$ cat src/rtl/global_out_buffer.sv
`default_nettype none
// ============================================================================
// Module      : global_out_buffer
// Description : Byte FIFO with registered head and valid/ready drain, between
//               the global-output write path and an external consumer.
//               Defining GLOBAL_OUT_DROP_CNT_EN adds a saturating drop counter.
// Revision    : 1.0 - initial release
// ============================================================================
module global_out_buffer #(
    parameter int DEPTH  = 8,
    parameter int ADDR_W = 3
) (
    input  logic              clk,
    input  logic              reset,
    input  logic              write,
    input  logic [7:0]        data_in,
    output logic              out_valid,
    output logic [7:0]        out_data,
    input  logic              out_ready,
    output logic              full,
    output logic [ADDR_W:0]   count,
    output logic              overflow
`ifdef GLOBAL_OUT_DROP_CNT_EN
    ,
    output logic [7:0]        drop_count
`endif
);

    localparam logic [ADDR_W:0]   C_DEPTH   = (ADDR_W+1)'(DEPTH);
    localparam logic [ADDR_W:0]   C_CNT_ONE = (ADDR_W+1)'(1);
    localparam logic [ADDR_W-1:0] C_PTR_ONE = ADDR_W'(1);

    logic [7:0]        mem_q [DEPTH];
    logic [ADDR_W-1:0] wp_q, wp_d;
    logic [ADDR_W-1:0] rp_q, rp_d;
    logic [ADDR_W:0]   count_q, count_d;
    logic              out_valid_q;
    logic [7:0]        out_data_q, out_data_d;
    logic              full_q;
    logic              overflow_q;

    logic              w_pop;
    logic              w_push;
    logic              w_drop;
    logic [ADDR_W-1:0] w_rp_inc;

    assign w_pop    = out_valid_q & out_ready;
    assign w_push   = write & (~full_q | w_pop);
    assign w_drop   = write & full_q & ~w_pop;
    assign w_rp_inc = rp_q + C_PTR_ONE;

    always_comb begin
        wp_d       = w_push ? (wp_q + C_PTR_ONE) : wp_q;
        rp_d       = w_pop  ? w_rp_inc : rp_q;
        count_d    = count_q;
        out_data_d = out_data_q;
        case ({w_push, w_pop})
            2'b10:   count_d = count_q + C_CNT_ONE;
            2'b01:   count_d = count_q - C_CNT_ONE;
            default: count_d = count_q;
        endcase
        // The next head comes from data_in whenever the buffer is empty once
        // the pop is accounted for, since the array write lands on this edge.
        if (w_pop) begin
            if (count_q > C_CNT_ONE) begin
                out_data_d = mem_q[w_rp_inc];
            end else if (w_push) begin
                out_data_d = data_in;
            end
        end else if ((count_q == '0) && w_push) begin
            out_data_d = data_in;
        end
    end

    always_ff @(posedge clk) begin
        if (w_push) begin
            mem_q[wp_q] <= data_in;
        end
    end

    always_ff @(posedge clk or negedge reset) begin
        if (!reset) begin
            wp_q        <= '0;
            rp_q        <= '0;
            count_q     <= '0;
            out_valid_q <= 1'b0;
            out_data_q  <= 8'h00;
            full_q      <= 1'b0;
            overflow_q  <= 1'b0;
        end else begin
            wp_q        <= wp_d;
            rp_q        <= rp_d;
            count_q     <= count_d;
            out_valid_q <= (count_d != '0);
            out_data_q  <= out_data_d;
            full_q      <= (count_d == C_DEPTH);
            if (w_drop) begin
                overflow_q <= 1'b1;
            end
        end
    end

`ifdef GLOBAL_OUT_DROP_CNT_EN
    logic [7:0] drop_count_q;

    always_ff @(posedge clk or negedge reset) begin
        if (!reset) begin
            drop_count_q <= 8'h00;
        end else if (w_drop && (drop_count_q != 8'hFF)) begin
            drop_count_q <= drop_count_q + 8'd1;
        end
    end

    assign drop_count = drop_count_q;
`endif

    assign out_valid = out_valid_q;
    assign out_data  = out_data_q;
    assign full      = full_q;
    assign count     = count_q;
    assign overflow  = overflow_q;

endmodule
`default_nettype wire

$ cat config.mk
export PLATFORM = sky130hd
export DESIGN_NAME = global_out_buffer
export DESIGN_NICKNAME = d
export VERILOG_FILES = /design/src/rtl/global_out_buffer.sv
export SDC_FILE = /design/constraint.sdc
export NUM_CORES = 1
export LEC_CHECK = 0
export BUFFER_PORTS_ARGS = -buffer_cell sky130_fd_sc_hd__buf_2
export CORE_ASPECT_RATIO = 1.1
export CORE_MARGIN = 2
export CORE_UTILIZATION = 50
export CTS_CLUSTER_DIAMETER = 200
export DETAILED_ROUTE_END_ITERATION = 8
export GPL_TIMING_DRIVEN = 0
export MAX_ROUTING_LAYER = met4
export PLACE_DENSITY = 0.75
export SYNTH_ARGS = -nofsm -noshare
export SYNTH_HDL_FRONTEND = slang
export SYNTH_SLANG_ARGS = --single-unit
$ cat constraint.sdc
create_clock -name clk -period 5.1 [get_ports clk]
set_input_delay 0.255 -clock clk [delete_from_list [all_inputs] [get_ports clk]]
set_output_delay 0.255 -clock clk [all_outputs]
set_load 0.01 [all_outputs]
==> results of run 1 <==
## cells in the mapped netlist, drive strengths merged, types with 3 or more instances
library cell  number  area, um2
edfxtp            64       1920
dfrtp             21        526
nand2             18       67.6
mux4              16        360
o21ai             10       50.1
ha                 9        113
mux2i              9       90.1
o221ai             8       70.1
buf                5       31.3
inv                5       18.8
nor2               5       18.8
nor3               4       20.0
clkbuf             3       11.3
o31ai              3       22.5
xnor2              3       26.3
## state kept, by name (all words and copies together), names as in the netlist
signal and cells:
mem_q 64, rp_q 3, full 1, wp_q 3
count 4, overflow 1, out_valid 1, out_data 8
## final cells by class
cell class / count / area [um2] / share of cell area (%)
Sequential cell: 85 / 2450 / 61.1
Inverter: 5 / 18.8 / 0.469
Timing Repair Buffer: 28 / 148 / 3.69
Tap cell: 85 / 106 / 2.66
Clock buffer: 9 / 124 / 3.09
Multi-Input combinational cell: 109 / 1040 / 25.9
Buffer: 8 / 42.5 / 1.06
Clock inverter: 7 / 78.8 / 1.97
## kinds of logic after synthesis
group | Yosys count | synth area share [%]
and+or+nand+nor | 41 | 5.81
muxes | 27 | 13.4
AOI/OAI and AO/OA | 27 | 5.38
adders and majority gates | 9 | 3.19
xor gates and xnor gates | 5 | 1.24
buffers and inverters | 13 | 1.74
DFF | 85 | 69.3
## where the power goes
part,switching (uW),internal (uW),total (uW)
clock network,242,232,475
registers,85.3,909,995
logic,513,473,985
total,841,1610,2450
## routing by layer
metal  track usage [%]  share of wire [%]
met5                 -                  0
met4              7.39                1.3
met3              3.51                4.0
met2              25.9                 48
met1              26.2                 46
## path summary, 6_finish.rpt
path                       startpoint     endpoint  slack [ns]  depth (start not counted)
max                         out_valid    out_valid        2.54                          9
max in group asynchronous       reset      wp_q[0]        4.39                          2
min in group asynchronous       reset  out_data[0]        0.39                          2
min                             write     overflow        0.17                          2
min reg2reg                  overflow     overflow        0.47                          1
max reg2reg                 out_valid    out_valid        2.54                          9
## per-stage QoR
step / instance area (um2) / hold slack [ns] / instances
detailed placement: 3780 / 0.238 / 319
finish: 4000 / 0.175 / 336
global route: 4000 / 0.177 / 336
CTS: 4000 / 0.155 / 336
floorplan: 3530 / -0.0406 / 207
global placement: 3770 / 0.239 / 318
==> results.json, run 1 <==
{
  "insertion_delay_ns": 0.35,
  "horiz_die_dim_um": 84.2,
  "clock_sinks": 85,
  "cts_post_setup_buffers_inserted": 0,
  "numCtsBuffers": 9,
  "timing.final.setup_violations": 0,
  "detailedPlacementHpwl_mm": 4.37,
  "critical_path.most_common_cell": "nand2_1",
  "cp-start-kind": "register",
  "layout.cells.most_common_list": "64 x edfxtp_1, 30 x buf_2, 21 x dfrtp_1, 18 x nand2_1, 16 x mux4_2",
  "synth_async_sr_flop_share_pct": 24.7,
  "num_antenna_cells": 0,
  "tritoncts": "done",
  "grt_first_pass_wirelength_mm": 10.3,
  "via_per_inst": 5.74,
  "power_per_cell_area_nw_per_um2": 613,
  "synth_fp_nets": 228,
  "drt-initial-drc-count": 252,
  "cts-hold-fix-buffers": 1,
  "syn-cell-area_um2": 3530,
  "total_power_uw": 2450,
  "worst_path_largest_cell_delay_ns": 0.54,
  "cp_max_delay_cell": "or4b_1",
  "drv.max_cap_violation_count": 0,
  "total_grt_usage_pct": 18.2,
  "cts.root.buffer_cell": "clkbuf_8",
  "cts.clk_slew.worst_paths_ns": 0.08,
  "grt_start_max_net_pins": 22,
  "avgSynthCellArea_um2": 17.1,
  "finalCoreUtilization_pct": 57.8,
  "synth_top_flop_cell": "edfxtp_1",
  "slew_headroom_pct": 14.3,
  "ant_nets": 0,
  "cts_buffer_depth": 2,
  "grt-ovfl-total": 0,
  "worst_ir_drop_vdd_mv": 0.397,
  "areaGrowthSynthToFinish_pct": 13.3,
  "placement_setup_slack_ns": 2.23,
  "syn-instance-count": 207,
  "ios": 27,
  "total_leakage_power_uw": 0.00150,
  "detailroute.via_count": 1929,
  "cts_resized": 0,
  "synthDistinctLibCells": 34,
  "required_ns": 5.32,
  "total_number_of_nets_in_the_final_design": 267,
  "slew_limit_fails": 0,
  "cts_htree_levels": 3,
  "clock.fmax_mhz": 391,
  "series_of_cell_instances_along_the_critical_path": "nand2_1 > nand2_1 > nand2_1 > inv_1 > ha_1 > nor2b_1 > o31ai_1 > o31ai_1 > or4b_1",
  "vias_in_the_first_global_route": 1878,
  "path_class": "reg -> reg",
  "max_slew.worst_pin.slew_ns": 1.28,
  "fp.dieArea_um2": 7760,
  "worst_clock_skew_ns": 0.0110,
  "place.gp.congestion": 0.793,
  "initial_core_util_pct": 51.0,
  "number_of_filler_instances_in_the_final_layout": 526,
  "placement_rows": 32,
  "status": "finished clean",
  "ys_seq_elements": 85,
  "crit_buf_inv": 1,
  "hold_violations": 0,
  "floorplan.core_area_um2": 6930,
  "endpoint_kind": "register",
  "routed_wl_mm": 6.21,
  "route.detailed.drc": 0,
  "post_synth_edffs": 64,
  "top_family_by_delay_on_critical_path": "simple AND/OR/NAND/NOR gates",
  "finalCritPeriodShare_pct": 50.2,
  "die_extent_in_y_um": 92.2,
  "final.setup.tns_ns": 0,
  "portBuffers": 26,
  "grt_setup_unrepaired": "no",
  "finalWorstPathRequiredPeriod_ns": 2.56,
  "worstPathArrival_ns": 2.77,
  "wl_per_cell_um": 18.5,
  "first_pass_iters": 4,
  "yosysSeqAreaShare_pct": 69.3,
  "number_of_antenna_violations_at_the_first_check_in_global_routing": 0,
  "synthesis.yosys.warnings": 0,
  "final_common_cell": "edfxtp_1",
  "fin_ws_ns": 2.54,
  "drive_gt1_share_pct": 28.7,
  "worstHoldPathType": "in -> reg",
  "largest_fanout_of_any_net_on_the_critical_path": 7
}
No activity file was read; power rests on OpenSTA's default activity.
==> inputs of run 2 (changes only) <==
--- a/config.mk
+++ b/config.mk
@@ -5,6 +5,7 @@
 export SDC_FILE = /design/constraint.sdc
 export NUM_CORES = 1
 export LEC_CHECK = 0
+export ABC_AREA = 1
 export BUFFER_PORTS_ARGS = -buffer_cell sky130_fd_sc_hd__buf_2
 export CORE_ASPECT_RATIO = 1.1
 export CORE_MARGIN = 2
==> constraint.sdc (replaced) <==
create_clock -name clk -period 2.6 [get_ports clk]
set_input_delay 0.13 -clock clk [delete_from_list [all_inputs] [get_ports clk]]
set_output_delay 0.13 -clock clk [all_outputs]
set_load 0.01 [all_outputs]
==> run 2 against run 1 <==
Effect of this change: final cell count rose by 65%; synthesized cell count increased by 96%; clock power up 82%; clock-buffer cell count rose by 1; first-iteration DRC count decreased by 5.2%; power increased by 110%; critical path depth shrank 4; fmax up 27%; final area up 12%; global-route usage up 2.6 points; routed wire length grew 29%; highest routed layer unchanged.
==> results.json, run 2 <==
{
  "endpoint_kind": "register",
  "synthDistinctLibCells": 28,
  "routed_wl_mm": 7.99,
  "ant_nets": 0,
  "avgSynthCellArea_um2": 9.93,
  "endpoint_of_the_lowest_slack_register_to_register_path": "mem_q[0][3]",
  "slew_headroom_pct": 46.8,
  "wl_per_cell_um": 14.4,
  "initial_core_util_pct": 51.1,
  "cts_buffer_depth": 2,
  "first_pass_iters": 4,
  "largest_fanout_of_any_net_on_the_critical_path": 10,
  "total_grt_usage_pct": 20.9,
  "worst_path_largest_cell_delay_ns": 0.62,
  "ff2ff_path_depth": 5,
  "detailroute.via_count": 2763,
  "cts.clk_slew.worst_paths_ns": 0.08,
  "share_of_power_burned_in_combinational_logic_pct": 45.3,
  "cts.root.buffer_cell": "clkbuf_8",
  "timing.final.setup_violations": 0,
  "slew_limit_fails": 0,
  "top_register": "mem_q",
  "status": "finished clean",
  "net_switching_component_of_the_power_uw": 2100,
  "tritoncts": "done",
  "ys_top_cells_by_count": "103 x nand2_1, 70 x inv_1, 64 x edfxtp_1",
  "numCtsBuffers": 9,
  "hold_violations": 0,
  "grt_first_pass_wirelength_mm": 13.5,
  "synth_fp_nets": 426,
  "clock_sinks": 85,
  "grt_start_max_net_pins": 22,
  "max_slew.worst_pin.slew_ns": 0.796,
  "critical_path.most_common_cell": "nand2_4",
  "grt_setup_unrepaired": "no",
  "depth_of_the_worst_hold_timing_path": 2,
  "synthesis.yosys.warnings": 0,
  "horiz_die_dim_um": 89.5,
  "synth_top_flop_cell": "edfxtp_1",
  "drt-initial-drc-count": 239,
  "place.gp.congestion": 0.855,
  "total_number_of_nets_in_the_final_design": 464,
  "hold_path.startpoint": "write",
  "synth_top_cells_by_area": "edfxtp_1 48%, dfrtp_1 13%, nand2_1 9.6%",
  "die_extent_in_y_um": 98.1,
  "yosysSeqAreaShare_pct": 60.8,
  "worst_ir_drop_vdd_mv": 0.417,
  "drv.max_cap_violation_count": 0,
  "num_antenna_cells": 0,
  "power.share.switching_pct": 41.4,
  "top_family_by_delay_on_critical_path": "simple AND/OR/NAND/NOR gates",
  "route.detailed.drc": 0,
  "worstPathArrival_ns": 2.00,
  "largest_register_ffs": 64,
  "layout.cells.most_common_list": "103 x nand2_1, 70 x inv_1, 64 x edfxtp_1, 47 x nand3_1, 32 x buf_2",
  "final_common_cell": "nand2_1",
  "synth.most_common_cell": "nand2_1",
  "finalCritPeriodShare_pct": 77.6,
  "placement_rows": 34,
  "clock.fmax_mhz": 496,
  "fp.dieArea_um2": 8780,
  "p_int_uw": 2980,
  "detailedPlacementHpwl_mm": 5.65,
  "finalWorstPathRequiredPeriod_ns": 2.02,
  "grt-ovfl-total": 0,
  "final.setup.tns_ns": 0,
  "top_area_cell_type_share_of_the_netlist_area_pct": 47.8,
  "power.share.sequential_pct": 37.7,
  "post_synth_edffs": 64,
  "power.clock.fraction_pct": 17.0,
  "via_per_inst": 4.99,
  "r2r-start": "out_valid",
  "series_of_cell_instances_along_the_critical_path": "nand2_4 > nand2_4 > nand2_4 > or2_2 > nor2_1",
  "worstHoldPathType": "in -> reg",
  "ios": 27,
  "synth_async_sr_flop_share_pct": 24.7,
  "crit_buf_inv": 0,
  "path_class": "reg -> reg",
  "insertion_delay_ns": 0.35,
  "cp_max_delay_cell": "nor2_1",
  "worst-r2r-setup-slack_ns": 0.58,
  "syn-instance-count": 405,
  "hold_path_end": "overflow",
  "final_cells": 554,
  "placed_cells": 539,
  "cts_resized": 0,
  "syn-cell-area_um2": 4020,
  "cts_htree_levels": 3,
  "floorplan.core_area_um2": 7870,
  "vias_in_the_first_global_route": 2771,
  "final_area_um2": 4470,
  "worst_clock_skew_ns": 0.00914,
  "portBuffers": 26,
  "power_per_cell_area_nw_per_um2": 1140,
  "cp-start-kind": "register",
  "place_area_um2": 4290,
  "number_of_antenna_violations_at_the_first_check_in_global_routing": 0,
  "areaGrowthSynthToFinish_pct": 11.0,
  "total_leakage_power_uw": 0.00203,
  "drive_gt1_share_pct": 15.5,
  "ys_seq_elements": 85,
  "required_ns": 2.58,
  "netlist.top_cell.by_area": "edfxtp_1"
}
==> run 2: cell count changes after synthesis, sizes merged, moves of 6 or more <==
cell,before,now
nand2,18,108
nor2,5,29
a21oi,2,18
inv,5,73
nand3,1,55
mux2i,9,0
o221ai,8,0
buf,5,11
mux4,16,0
==> run 2: final cells by class <==
type / instances / area, um2
Buffer: 11 / 87.6
Clock buffer: 10 / 128
Clock inverter: 4 / 41.3
Fill cell: 671 / 3400
Inverter: 73 / 277
Multi-Input combinational cell: 236 / 1210
Sequential cell: 85 / 2450
Tap cell: 108 / 135
Timing Repair Buffer: 27 / 140
==> run 2: timing repair <==
| action | 4_1_cts | 5_1_grt |
|---|---|---|
| endpoints found under the hold margin | 21 | 0 |
| hold buffers | 1 | 0 |
| buffers inserted | 0 | 0 |
==> run 2: worst max path at each step <==
| stage | startpoint | to | slack (ns) | depth (start not counted) |
|---|---|---|---|---|
| after floorplan | out_valid | mem_q[4][0] | 0.84 | 5 |
| after global placement | out_valid | mem_q[0][1] | 0.64 | 5 |
| after detailed placement | out_valid | mem_q[6][6] | 0.59 | 5 |
| after CTS | out_valid | mem_q[6][0] | 0.58 | 5 |
| after global routing | out_valid | out_valid | 0.45 | 11 |
| final | out_valid | mem_q[0][3] | 0.58 | 5 |
==> run 2: power by group through the flow <==
| stage | Combinational (uW) | Sequential (uW) | Clock (uW) |
|---|---|---|---|
| floorplan | 1610 | 1970 | 0 |
| global placement | 2220 | 1930 | 0 |
| detailed placement | 2300 | 1950 | 0 |
| CTS | 2320 | 1920 | 877 |
| global route | 2600 | 1950 | 921 |
| finish | 2300 | 1920 | 865 |
==> run 2: logic make-up after synthesis <==
group | after synthesis | share of synthesized area (%)
and+or+nand+nor | 195 | 22.4
DFF | 85 | 60.8
buffers and inverters | 84 | 9.05
AOI/OAI and AO/OA | 28 | 4.07
adders and majority gates | 9 | 2.80
xor gates and xnor gates | 4 | 0.871
==> run 2: through the flow <==
step                      utilization (%)  hold WS (ns)  total power (uW)  worst slack (ns)
after floorplan                         -        -0.166              3580             0.842
after global placement               54.5         0.103              4150             0.637
after detailed placement             54.5         0.115              4250             0.593
after CTS                            56.8        0.0682              5110             0.575
after global routing                 56.8        0.0981              5470             0.451
final                                56.8        0.0822              5080             0.582
==> run 2: per-layer routing <==
layer  GRT usage [%]  up-vias  wire length, um
li1                -     1372                -
met1            28.3     1300             3580
met2            31.4       78             3810
met3            4.06       13              505
met4            7.46        0               95
met5               -        -                0
==> inputs of run 3 (changes only) <==
--- a/config.mk
+++ b/config.mk
@@ -14,7 +14,7 @@
 export DETAILED_ROUTE_END_ITERATION = 8
 export GPL_TIMING_DRIVEN = 0
 export MAX_ROUTING_LAYER = met4
-export PLACE_DENSITY = 0.75
+export PLACE_DENSITY = 0.78
 export SYNTH_ARGS = -nofsm -noshare
 export SYNTH_HDL_FRONTEND = slang
 export SYNTH_SLANG_ARGS = --single-unit
==> constraint.sdc (replaced) <==
create_clock -name clk -period 1.8 [get_ports clk]
set_input_delay 0.09 -clock clk [delete_from_list [all_inputs] [get_ports clk]]
set_output_delay 0.09 -clock clk [all_outputs]
set_load 0.01 [all_outputs]
==> run 3 against run 2 <==
Effect of this change: combinational power increased by 52%; first-iteration DRC count shrank 9.2%; core utilization rose by 1.2 points; via count down 0.22%; non-clock buffer count grew 2; power increased by 48%; clock-buffer cell count shrank 1; clock skew increased by 0.0016 ns; critical endpoint is now mem_q[0][1].
==> results.json, run 3 (same netlist as run 2, synthesis figures left out) <==
{
  "grt_start_max_net_pins": 22,
  "endpoint_kind": "register",
  "net_switching_component_of_the_power_uw": 3130,
  "drt-initial-drc-count": 217,
  "total_grt_usage_pct": 20.5,
  "worst_ir_drop_vdd_mv": 0.828,
  "wl_per_cell_um": 14.4,
  "finalWorstPathRequiredPeriod_ns": 1.75,
  "tritoncts": "done",
  "largest_register_ffs": 64,
  "worst_clock_skew_ns": 0.0107,
  "power.clock.fraction_pct": 16.8,
  "crit_buf_inv": 0,
  "required_ns": 1.78,
  "placement_setup_slack_ns": -0.211,
  "grt-ovfl-total": 0,
  "route.detailed.drc": 0,
  "ant_nets": 0,
  "power.share.sequential_pct": 36.9,
  "hold_violations": 0,
  "floorplan.core_area_um2": 7870,
  "num_antenna_cells": 0,
  "top_family_by_delay_on_critical_path": "simple AND/OR/NAND/NOR gates",
  "insertion_delay_ns": 0.35,
  "cp_max_delay_cell": "nor2_2",
  "final_common_cell": "nand2_1",
  "total_number_of_nets_in_the_final_design": 466,
  "ios": 27,
  "cts.clk_slew.worst_paths_ns": 0.08,
  "total_power_uw": 7540,
  "number_of_antenna_violations_at_the_first_check_in_global_routing": 0,
  "cp.depth": 5,
  "fin_ws_ns": 0.0544,
  "cts_htree_levels": 3,
  "numCtsBuffers": 9,
  "grt_setup_unrepaired": "yes",
  "drive_gt1_share_pct": 20.5,
  "number_of_filler_instances_in_the_final_layout": 658,
  "horiz_die_dim_um": 89.5,
  "place.gp.congestion": 0.851,
  "slew_headroom_pct": 66.5,
  "status": "finished clean",
  "cp-start-kind": "register",
  "layout.cells.most_common_list": "103 x nand2_1, 67 x inv_1, 64 x edfxtp_1, 47 x nand3_1, 31 x buf_2",
  "areaGrowthSynthToFinish_pct": 13.3,
  "routed_wl_mm": 8.02,
  "critical_path.most_common_cell": "nand2_4",
  "die_extent_in_y_um": 98.1,
  "worstPathArrival_ns": 1.73,
  "portBuffers": 26,
  "vias_in_the_first_global_route": 2662,
  "cts.root.buffer_cell": "clkbuf_8",
  "cts_buffer_depth": 2,
  "top_register": "mem_q",
  "ff2ff_path_depth": 5,
  "slew_limit_fails": 0,
  "via_per_inst": 4.95,
  "worst_path_largest_cell_delay_ns": 0.41,
  "first_pass_iters": 5,
  "total_leakage_power_uw": 0.00204,
  "fp.dieArea_um2": 8780,
  "initial_core_util_pct": 51.1,
  "series_of_cell_instances_along_the_critical_path": "nand2_4 > nand2_4 > nand2_4 > or2_2 > nor2_2",
  "clock_sinks": 85,
  "placement_rows": 34,
  "depth_of_the_worst_hold_timing_path": 2,
  "finalCritPeriodShare_pct": 97.0,
  "timing.final.setup_violations": 0,
  "detailedPlacementHpwl_mm": 5.62,
  "drv.max_cap_violation_count": 0,
  "largest_fanout_of_any_net_on_the_critical_path": 8,
  "clock.fmax_mhz": 573,
  "power_per_cell_area_nw_per_um2": 1650,
  "path_class": "reg -> reg",
  "detailroute.via_count": 2757,
  "power.share.switching_pct": 41.6,
  "final.setup.tns_ns": 0,
  "p_int_uw": 4410,
  "max_slew.worst_pin.slew_ns": 0.502,
  "worstHoldPathType": "in -> reg",
  "share_of_power_burned_in_combinational_logic_pct": 46.3,
  "grt_first_pass_wirelength_mm": 13.0
}
-- run 3: cell types whose count changed in the layout (fill, tap and decap cells not counted), moves of 2 or more --
cell / previous run / this run
ha_1: 9 / 7
clkinv_2: 0 / 2
inv_2: 2 / 5
o21ai_1: 0 / 2
buf_6: 2 / 4
dfrtp_2: 0 / 2
inv_1: 70 / 67
o21ai_0: 6 / 4
nor2_2: 1 / 9
nor2_1: 27 / 19
dfrtp_1: 21 / 19
-- run 3: cell type report --
type	instances	area [um2]	share of cell area, %
Buffer	11	93.8	2.06
Clock buffer	9	124	2.72
Clock inverter	6	55.1	1.21
Inverter	73	277	6.07
Multi-Input combinational cell	236	1260	27.8
Sequential cell	85	2450	53.7
Tap cell	108	135	2.96
Timing Repair Buffer	29	159	3.49
-- run 3: repair_timing --
| item | 4_1_cts | 5_1_grt |
|---|---|---|
| cloned | 0 | 0 |
| endpoints found under the setup margin | 68 | 35 |
| endpoints found under the hold margin | 21 | 0 |
| hold buffers | 1 | 0 |
| resized for setup | 7 | 16 |
| setup buffers | 1 | 1 |
| pin swaps | 1 | 1 |
-- run 3: final timing paths --
check	start	to	slack (ns)
setup reg to reg	out_valid	mem_q[0][1]	0.05
min in group asynchronous	reset	out_data[6]	0.22
setup / recovery	out_valid	mem_q[0][1]	0.05
hold reg to reg	overflow	overflow	0.47
max in group asynchronous	reset	count[1]	1.23
hold / removal	write	overflow	0.04
-- run 3: routing by layer --
metal  global-route usage (%)  vias up  routed length, um
met5                        -        -                  0
met4                     6.66        0                114
met1                     26.4     1270               3370
li1                         -     1378                  -
met3                     4.48       14                562
met2                     32.4       95               3980
-- run 3: power by group through the flow --
stage | clock network, uW | logic (uW) | registers, uW
2_1_floorplan | 0 | 2320 | 2850
3_3_place_gp | 0 | 3210 | 2800
3_5_place_dp | 0 | 3290 | 2820
4_1_cts | 1280 | 3370 | 2790
5_1_grt | 1360 | 3890 | 2820
6_report | 1270 | 3490 | 2780
-- run 3: through the flow --
| step | area, um2 | hold slack, ns | utilization [%] | cells |
|---|---|---|---|---|
| finish | 4560 | 0.0403 | 57.9 | 557 |
| global route | 4560 | 0.0288 | 57.9 | 557 |
| CTS | 4510 | 0.0338 | 57.3 | 556 |
| detailed placement | 4290 | 0.0697 | 54.5 | 539 |
| global placement | 4290 | 0.0635 | 54.5 | 539 |
| floorplan | 4020 | -0.206 | - | 405 |
